$ cat config.mk
export PLATFORM = sky130hd
export DESIGN_NAME = booth_pp_accum_flat
export DESIGN_NICKNAME = d
export VERILOG_FILES = /design/src/rtl/booth_pp_accum_if.sv /design/src/rtl/booth_pp_accum.sv /design/src/flat_wrapper.sv
export SDC_FILE = /design/constraint.sdc
export NUM_CORES = 1
export LEC_CHECK = 0
export BUFFER_PORTS_ARGS = -buffer_cell sky130_fd_sc_hd__clkbuf_2
export CORE_AREA = 4 4 183 185
export CTS_CLUSTER_SIZE = 14
export DETAILED_ROUTE_END_ITERATION = 10
export DIE_AREA = 0 0 187 189
export PLACE_DENSITY = 0.62
export SYNTH_ARGS = -nofsm -noshare
export SYNTH_HDL_FRONTEND = slang
export SYNTH_SLANG_ARGS = --single-unit
$ cat constraint.sdc
create_clock -name clk -period 8.78 [get_ports clk]
set_input_delay 1.756 -clock clk [delete_from_list [all_inputs] [get_ports clk]]
set_output_delay 1.756 -clock clk [all_outputs]
set_load 0.02 [all_outputs]
$ cat src/rtl/booth_pp_accum_if.sv
// Operand/control bundle and product handshake for the radix-4 Booth accumulator.
// The encoder/writeback side uses master; the accumulator uses slave.
interface booth_pp_accum_if;
    logic        in_valid;
    logic        in_ready;
    logic [31:0] B;
    logic [15:0] set0;
    logic [15:0] inv;
    logic [15:0] X2;
    logic        out_valid;
    logic        out_ready;
    logic [63:0] P;
    logic        ctrl_err;

    modport master (
        output in_valid, B, set0, inv, X2, out_ready,
        input  in_ready, out_valid, P, ctrl_err
    );

    modport slave (
        input  in_valid, B, set0, inv, X2, out_ready,
        output in_ready, out_valid, P, ctrl_err
    );
endinterface

$ cat src/rtl/booth_pp_accum.sv
// Sequential radix-4 Booth decoder/accumulator: decodes DPC digit controls per cycle
// into partial products {0, +-B, +-2B}, shifts by 2j and sums into a 64-bit product.
module booth_pp_accum #(
    parameter int unsigned DPC = 1
) (
    input  logic             clk,
    input  logic             rst_n,
    booth_pp_accum_if.slave  bus
);

    typedef enum logic [1:0] {
        IDLE = 2'd0,
        RUN  = 2'd1,
        DONE = 2'd2
    } state_t;

    localparam logic [3:0] K_STEP = 4'(DPC);
    localparam logic [3:0] K_LAST = 4'(16 - DPC);

    state_t      state_q, state_d;
    logic [63:0] b_q, b_d;
    logic [15:0] set0_q, set0_d;
    logic [15:0] inv_q, inv_d;
    logic [15:0] x2_q, x2_d;
    logic [63:0] acc_q, acc_d;
    logic [3:0]  k_q, k_d;
    logic        err_q, err_d;

    logic [63:0] acc_sum;
    logic        err_sum;

    // Decode and accumulate digits k..k+DPC-1; set0 wins over inv/X2.
    always_comb begin : digit_sum
        logic [63:0] mag;
        logic [63:0] pp;
        logic [3:0]  j;
        acc_sum = acc_q;
        err_sum = err_q;
        mag     = '0;
        pp      = '0;
        j       = '0;
        for (int unsigned i = 0; i < DPC; i++) begin
            j   = k_q + 4'(i);
            mag = x2_q[j] ? (b_q << 1) : b_q;
            if (set0_q[j]) begin
                pp = '0;
            end else begin
                pp = inv_q[j] ? (~mag + 64'd1) : mag;
            end
            acc_sum = acc_sum + (pp << {j, 1'b0});
            if (set0_q[j] && (inv_q[j] || x2_q[j])) begin
                err_sum = 1'b1;
            end
        end
    end

    always_comb begin
        state_d = state_q;
        b_d     = b_q;
        set0_d  = set0_q;
        inv_d   = inv_q;
        x2_d    = x2_q;
        acc_d   = acc_q;
        k_d     = k_q;
        err_d   = err_q;
        case (state_q)
            IDLE: begin
                if (bus.in_valid) begin
                    b_d     = {{32{bus.B[31]}}, bus.B};
                    set0_d  = bus.set0;
                    inv_d   = bus.inv;
                    x2_d    = bus.X2;
                    acc_d   = '0;
                    k_d     = '0;
                    err_d   = 1'b0;
                    state_d = RUN;
                end
            end
            RUN: begin
                acc_d = acc_sum;
                err_d = err_sum;
                k_d   = k_q + K_STEP;
                if (k_q == K_LAST) begin
                    state_d = DONE;
                end
            end
            DONE: begin
                if (bus.out_ready) begin
                    state_d = IDLE;
                end
            end
            default: state_d = IDLE;
        endcase
    end

    always_ff @(posedge clk) begin
        if (!rst_n) begin
            state_q <= IDLE;
            b_q     <= '0;
            set0_q  <= '0;
            inv_q   <= '0;
            x2_q    <= '0;
            acc_q   <= '0;
            k_q     <= '0;
            err_q   <= 1'b0;
        end else begin
            state_q <= state_d;
            b_q     <= b_d;
            set0_q  <= set0_d;
            inv_q   <= inv_d;
            x2_q    <= x2_d;
            acc_q   <= acc_d;
            k_q     <= k_d;
            err_q   <= err_d;
        end
    end

    assign bus.in_ready  = (state_q == IDLE);
    assign bus.out_valid = (state_q == DONE);
    assign bus.P         = (state_q == DONE) ? acc_q : '0;
    assign bus.ctrl_err  = (state_q == DONE) ? err_q : 1'b0;

endmodule

$ cat src/flat_wrapper.sv
// flat-port wrapper written by rule: the top's interface ports become plain ports
module booth_pp_accum_flat 
#(
    parameter int unsigned DPC = 1
)
  (clk, rst_n, bus_in_valid, bus_B, bus_set0, bus_inv, bus_X2, bus_out_ready, bus_in_ready, bus_out_valid, bus_P, bus_ctrl_err);
  booth_pp_accum_if bus_i ();
  input  logic clk;
  input  logic rst_n;
  input wire logic [$bits(bus_i.in_valid)-1:0] bus_in_valid;
  input wire logic [$bits(bus_i.B)-1:0] bus_B;
  input wire logic [$bits(bus_i.set0)-1:0] bus_set0;
  input wire logic [$bits(bus_i.inv)-1:0] bus_inv;
  input wire logic [$bits(bus_i.X2)-1:0] bus_X2;
  input wire logic [$bits(bus_i.out_ready)-1:0] bus_out_ready;
  output wire logic [$bits(bus_i.in_ready)-1:0] bus_in_ready;
  output wire logic [$bits(bus_i.out_valid)-1:0] bus_out_valid;
  output wire logic [$bits(bus_i.P)-1:0] bus_P;
  output wire logic [$bits(bus_i.ctrl_err)-1:0] bus_ctrl_err;
  assign bus_i.in_valid = bus_in_valid;
  assign bus_i.B = bus_B;
  assign bus_i.set0 = bus_set0;
  assign bus_i.inv = bus_inv;
  assign bus_i.X2 = bus_X2;
  assign bus_i.out_ready = bus_out_ready;
  assign bus_in_ready = bus_i.in_ready;
  assign bus_out_valid = bus_i.out_valid;
  assign bus_P = bus_i.P;
  assign bus_ctrl_err = bus_i.ctrl_err;
  booth_pp_accum #(.DPC(DPC)) u_core (.clk(clk), .rst_n(rst_n), .bus(bus_i));
endmodule
Yosys cells after proc, flatten, opt, wreduce, memory -nomap -nowiden

Cells that the tools add are included.

$add $sub $neg: 3
Magnitude comparators: 1
Eq/ne operators: 7
Shift operators: 1
Multiplexer cells: 22
Bitwise logic cells: 1
Reductions and logical operators: 8

Operator list:

| kind                  | count |
|---|---|
| $mux 64               | 4 |
| $pmux 64 s2           | 1 |
| $add 64x1->64 const B | 1 |
| $add 64x64->64        | 1 |
| $not 64->64           | 1 |
| $shl 64x5->64         | 1 |
| $mux 32               | 1 |
| $bmux 1 s4            | 3 |
| $pmux 4 s2            | 1 |
| $mux 1                | 6 |
| $mux 2                | 3 |
| $pmux 2 s3            | 1 |
| $reduce_and 3->1      | 2 |
| $lt 4x5->1 const B    | 1 |
| $add 4x1->4 const B   | 1 |
| $eq 4x4->1 const B    | 1 |
| $mux 4                | 1 |
| $ne 2x1->1 const B    | 2 |
| $ne 2x2->1 const B    | 2 |
| $reduce_and 2->1      | 2 |
| $eq 2x1->1 const B    | 1 |
| $eq 2x2->1 const B    | 1 |
| $logic_not 2->1       | 1 |
| $pmux 1 s2            | 1 |
| other kinds (3)       | 3 |

Bits in registers: 151
Input bits: 84
Word-level logic and storage cells: 51

Longest topological paths before layout

Word-level depth: 10
Mapped depth: 32
Mapped depth without buffers: 27

Worst setup path before layout

Ideal clock, no wire load.

Path kind: reg2reg
Start: register u_core.k_q[1]
End: register u_core.acc_q[60]
Library setup time: 0.122 ns
Arrival: 6.851 ns
Required time: 8.658 ns
Setup slack: 1.807 ns
Stages on the path, launching flop included: 29
Buffers on the path: 3
Clock period less this slack: 6.973 ns
Cells stage by stage: dfxtp_1 -> buf_6 -> mux4_1 -> mux2i_1 -> mux2_4 -> buf_6 -> buf_6 -> mux2i_1 -> ha_1 -> nand3_1 -> or3_1 -> mux2i_4 -> nand4_1 -> a21o_1 -> and3_1 -> mux2_4 -> mux2i_2 -> o31a_1 -> mux2i_1 -> ha_1 -> nand4_1 -> or4b_2 -> a2bb2oi_1 -> a211oi_1 -> a31oi_1 -> o31a_1 -> o31ai_1 -> mux2i_1 -> nand3_1

Longest elaborated chain between the ends: 10

RTL lines:

| element                      | line                  | source |
|---|---|---|
| start, declared              | booth_pp_accum.sv:26  | `logic [3:0] k_q, k_d;` |
| start signal, assigned       | booth_pp_accum.sv:113 | `k_q <= k_d;` |
| $bmux 1 s4                   | booth_pp_accum.sv:44  | `mag = x2_q[j] ? (b_q << 1) : b_q;` |
| $mux 1 (not written as such) | booth_pp_accum.sv:44  |  |
| $mux 32                      | booth_pp_accum.sv:44  |  |
| $not 64->64                  | booth_pp_accum.sv:48  | `pp = inv_q[j] ? (~mag + 64'd1) : mag;` |
| $add 64x1->64                | booth_pp_accum.sv:48  |  |
| $mux 64                      | booth_pp_accum.sv:48  |  |
| $mux 64                      | booth_pp_accum.sv:45  | `if (set0_q[j]) begin` |
| $shl 64x5->64 (*)            | booth_pp_accum.sv:50  | `acc_sum = acc_sum + (pp << {j, 1'b0});` |
| $add 64x64->64 (*)           | booth_pp_accum.sv:50  |  |
| $pmux 64 s2 (*)              | booth_pp_accum.sv:66  | `case (state_q)` |
| end signal, assigned         | booth_pp_accum.sv:103 | `acc_q <= '0;` |
| end signal, assigned         | booth_pp_accum.sv:112 | `acc_q <= acc_d;` |
| end, declared                | booth_pp_accum.sv:25  | `logic [63:0] acc_q, acc_d;` |

Every way passes the cells marked *; elsewhere a longest branch is shown, timed or not. The select of a mux whose other input is x is not followed.
A chain may end at the register's enable or synchronous reset.

Worst setup path after layout

Ends and elaborated chain as after synthesis.

==> metrics <==
worst-path fanout max 15; Async SR Flop Fraction 0%; Psw 0.0009204 W; Iter 0 DRT Violations around 1.4k; reg2reg start u_core.k_q[1]; clk_lat worst skew 470 ps; CP arrival 8520 ps; Combinational Power Share 34.8%; most frequent cells after synthesis 334 x nand2_1, 151 x dfxtp_1, 115 x o21ai_0, 107 x clkbuf_1, 107 x nor2_1; Period minus WS final ~8200 ps; syn nets 2080; CTS tree yes; Core ar. around 0.032 mm2; Via density ~6.0; CTS max path bufs 2; routing usage on met3 4.314%; Final setup viols 0; actual slew at the worst max-slew pin 1098 ps; static leakage 6.765 nW; Synth-to-Final Area Change 10.43%; Sequential Area 0.003028 mm2; nets ~2.1k; final hold vios 0; area of the multi-input gates approximately 0.010 mm2; fmax about 0.12 GHz; first-pass GRT wire length between 70 and 80 mm; setup_tns 0 ps; Worst R2R Setup Slack 600 ps; status complete, no violations; global route overflow 0; H-tree lvl count 4; sequential share of power 32.9%; Yosys top cell by area dfxtp_1; drc violations 0; RSZ-0062 raised after global routing false; Inserted Clock Buffers 17; Tot Pwr about 0.0024 W; Worst-path clk slew about 70 ps; first-pass detailed-route iteration total 5; R2R depth 25; hold wc startpoint u_core.acc_q[63]; CP Capture Type flip-flop; Worst IR Drop VDD ~0.14 mV; Rows 66; Ys Warns 0; CP endpoint u_core.acc_q[60]; Seq/Total Area, Yosys between 20% and 30%; hold crit path type reg -> reg; Power Density roughly 150 mW/mm2; clock power share between 30% and 40%; GRT Resource Usage Total between 20% and 30%; GPL Wtd Cong about 1; # IOs between 150 and 200; relative slew slack around a quarter; reg2reg end u_core.acc_q[60]; Cells after Synth roughly 1.9k; setup bufs post-CTS 0; met2 Track Usage GR between 40% and 50%; Avg WL per Cell slightly below 20 um; Filler cells around 3.3k; Die X about 190 um; post-route non-filler standard cell count approximately 2.4k; skew final between 15 and 20 ps; ranking of synthesized cells by area dfxtp_1 21%, nand2_1 8.9%, ha_1 7.1%; internal power roughly 0.0014 W; number of distinct library cells after synthesis 94; count leader, synth nand2_1; Initial Util roughly 44%; #FFs+latches synth approximately 150; pins over their slew limit 0; CP required slightly above 9000 ps; gr busiest metal met2; die area between 0.03 and 0.04 mm2; maximum capacitance violations 0; CP Launch Type flip-flop; Post-Place Cells 2357; post-cts hold buffer count 0; Routed WL about 47 mm; Sink Count about 150; die height 189 um; initial antenna violation count 0; number of synthesized flops with an enable pin 0; Final Util 48.72%; Vias around 14k; Tcrit/Tclk final ~93%; cts repair resizes 0; switching share of power approximately 40%; area fraction of the dominant cell type after synthesis between 20% and 30%; share of layout cells above drive strength 1 between 10% and 20%; kind of critical path reg -> reg; Synth Cell Area ~0.014 mm2; PortBufs 150; pin count of the biggest net entering global routing between 100 and 150; vias in the first global route around 14k; worst setup path start u_core.k_q[1]; Routed Antenna Nets 0; # diodes 0; Post-synth top flop dfxtp_1; CTS root buffer clkbuf_16; mean post-synth cell area 7.381 um2; global-route track usage on met1 a little over a third; Post-DP HPWL between 30 and 40 mm
registers in the layout (all words and copies together), names as in the netlist:
register / count
u_core.acc_q: 64
u_core.b_q: 32
u_core.inv_q: 16
u_core.set0_q: 16
u_core.x2_q: 16
u_core.k_q: 4
u_core.state_q: 2
u_core.err_q: 1
worst max-delay path: stages (launching register included):
cell	delay, ps
dfxtp_2	420
mux4_1	580
mux2i_1	300
mux2_4	390
mux2i_1	290
ha_1	240
nand3_1	200
nor4_1	290
mux2i_1	190
o311a_1	390
a211oi_1	380
mux2i_1	260
nand2_1	130
o31ai_1	70
a221oi_1	540
o22ai_1	230
ha_1	440
and2_1	180
or4b_2	600
a2bb2oi_1	160
a211oi_1	510
a31oi_1	300
o31a_1	390
o31ai_1	270
mux2i_1	220
nand3_1	80
power groups by stage:
stage	combinational, W	sequential (W)	clock, W
floorplan	0.000603	0.000767	0
global placement	0.000803	0.000792	0
detailed placement	0.000807	0.000793	0
CTS	0.000811	0.000777	0.000778
global route	0.000900	0.000784	0.000805
finish	0.000822	0.000778	0.000763
cell families after synthesis:
kind of cell | after synthesis | synth area share (%)
flops | 151 | 21.39
simple gates | 779 | 26.24
buf+inv | 158 | 4.815
xor+xnor | 69 | 4.329
mux | 88 | 7.940
fa+ha+maj | 81 | 7.223
compound gates | 589 | 28.07
metrics by stage:
stage / hold slack [ps] / cell area [um2] / setup WS, ps
global placement: 449.6 / 15010 / 883.1
floorplan: 431.5 / 14130 / 1807
CTS: 467.1 / 15610 / 704.9
global route: 491.2 / 15610 / 110.8
detailed placement: 456.1 / 15010 / 743.3
finish: 460.1 / 15610 / 603.5
routing by layer:
metal | up-vias | share of wire [%]
met5 | - | 0
met4 | 0 | 2.2
met1 | 6755 | 45
li1 | 7067 | -
met3 | 66 | 6.6
met2 | 525 | 46
how the worst min path moves through the flow:
stage,end,slack [ps],cells after the start
global placement,u_core.x2_q[9],450,2
floorplan,u_core.acc_q[63],430,1
CTS,u_core.x2_q[9],470,2
global route,u_core.x2_q[8],490,2
finish,u_core.acc_q[63],460,1
detailed placement,u_core.acc_q[63],460,1
cell usage in the layout (no fill, tap or decap), types with 36 or more instances in the layout:
cell / n
nand2_1: 332
nand3_1: 93
clkbuf_2: 149
a21oi_1: 106
mux2i_1: 55
ha_1: 80
a21boi_0: 89
dfxtp_1: 147
and2_1: 93
nor2_1: 106
nor3_1: 36
o21ai_0: 115
a21o_1: 59
layout make-up:
cell class	count	share of cell area [%]
timing repair buffer	174	5.964
multi-input combinational	1606	67.12
inverter	18	0.4329
clock inverter	14	1.002
tap	408	3.271
clock buffer	18	2.814
sequential	151	19.40
(Power assumes the default switching activity.)
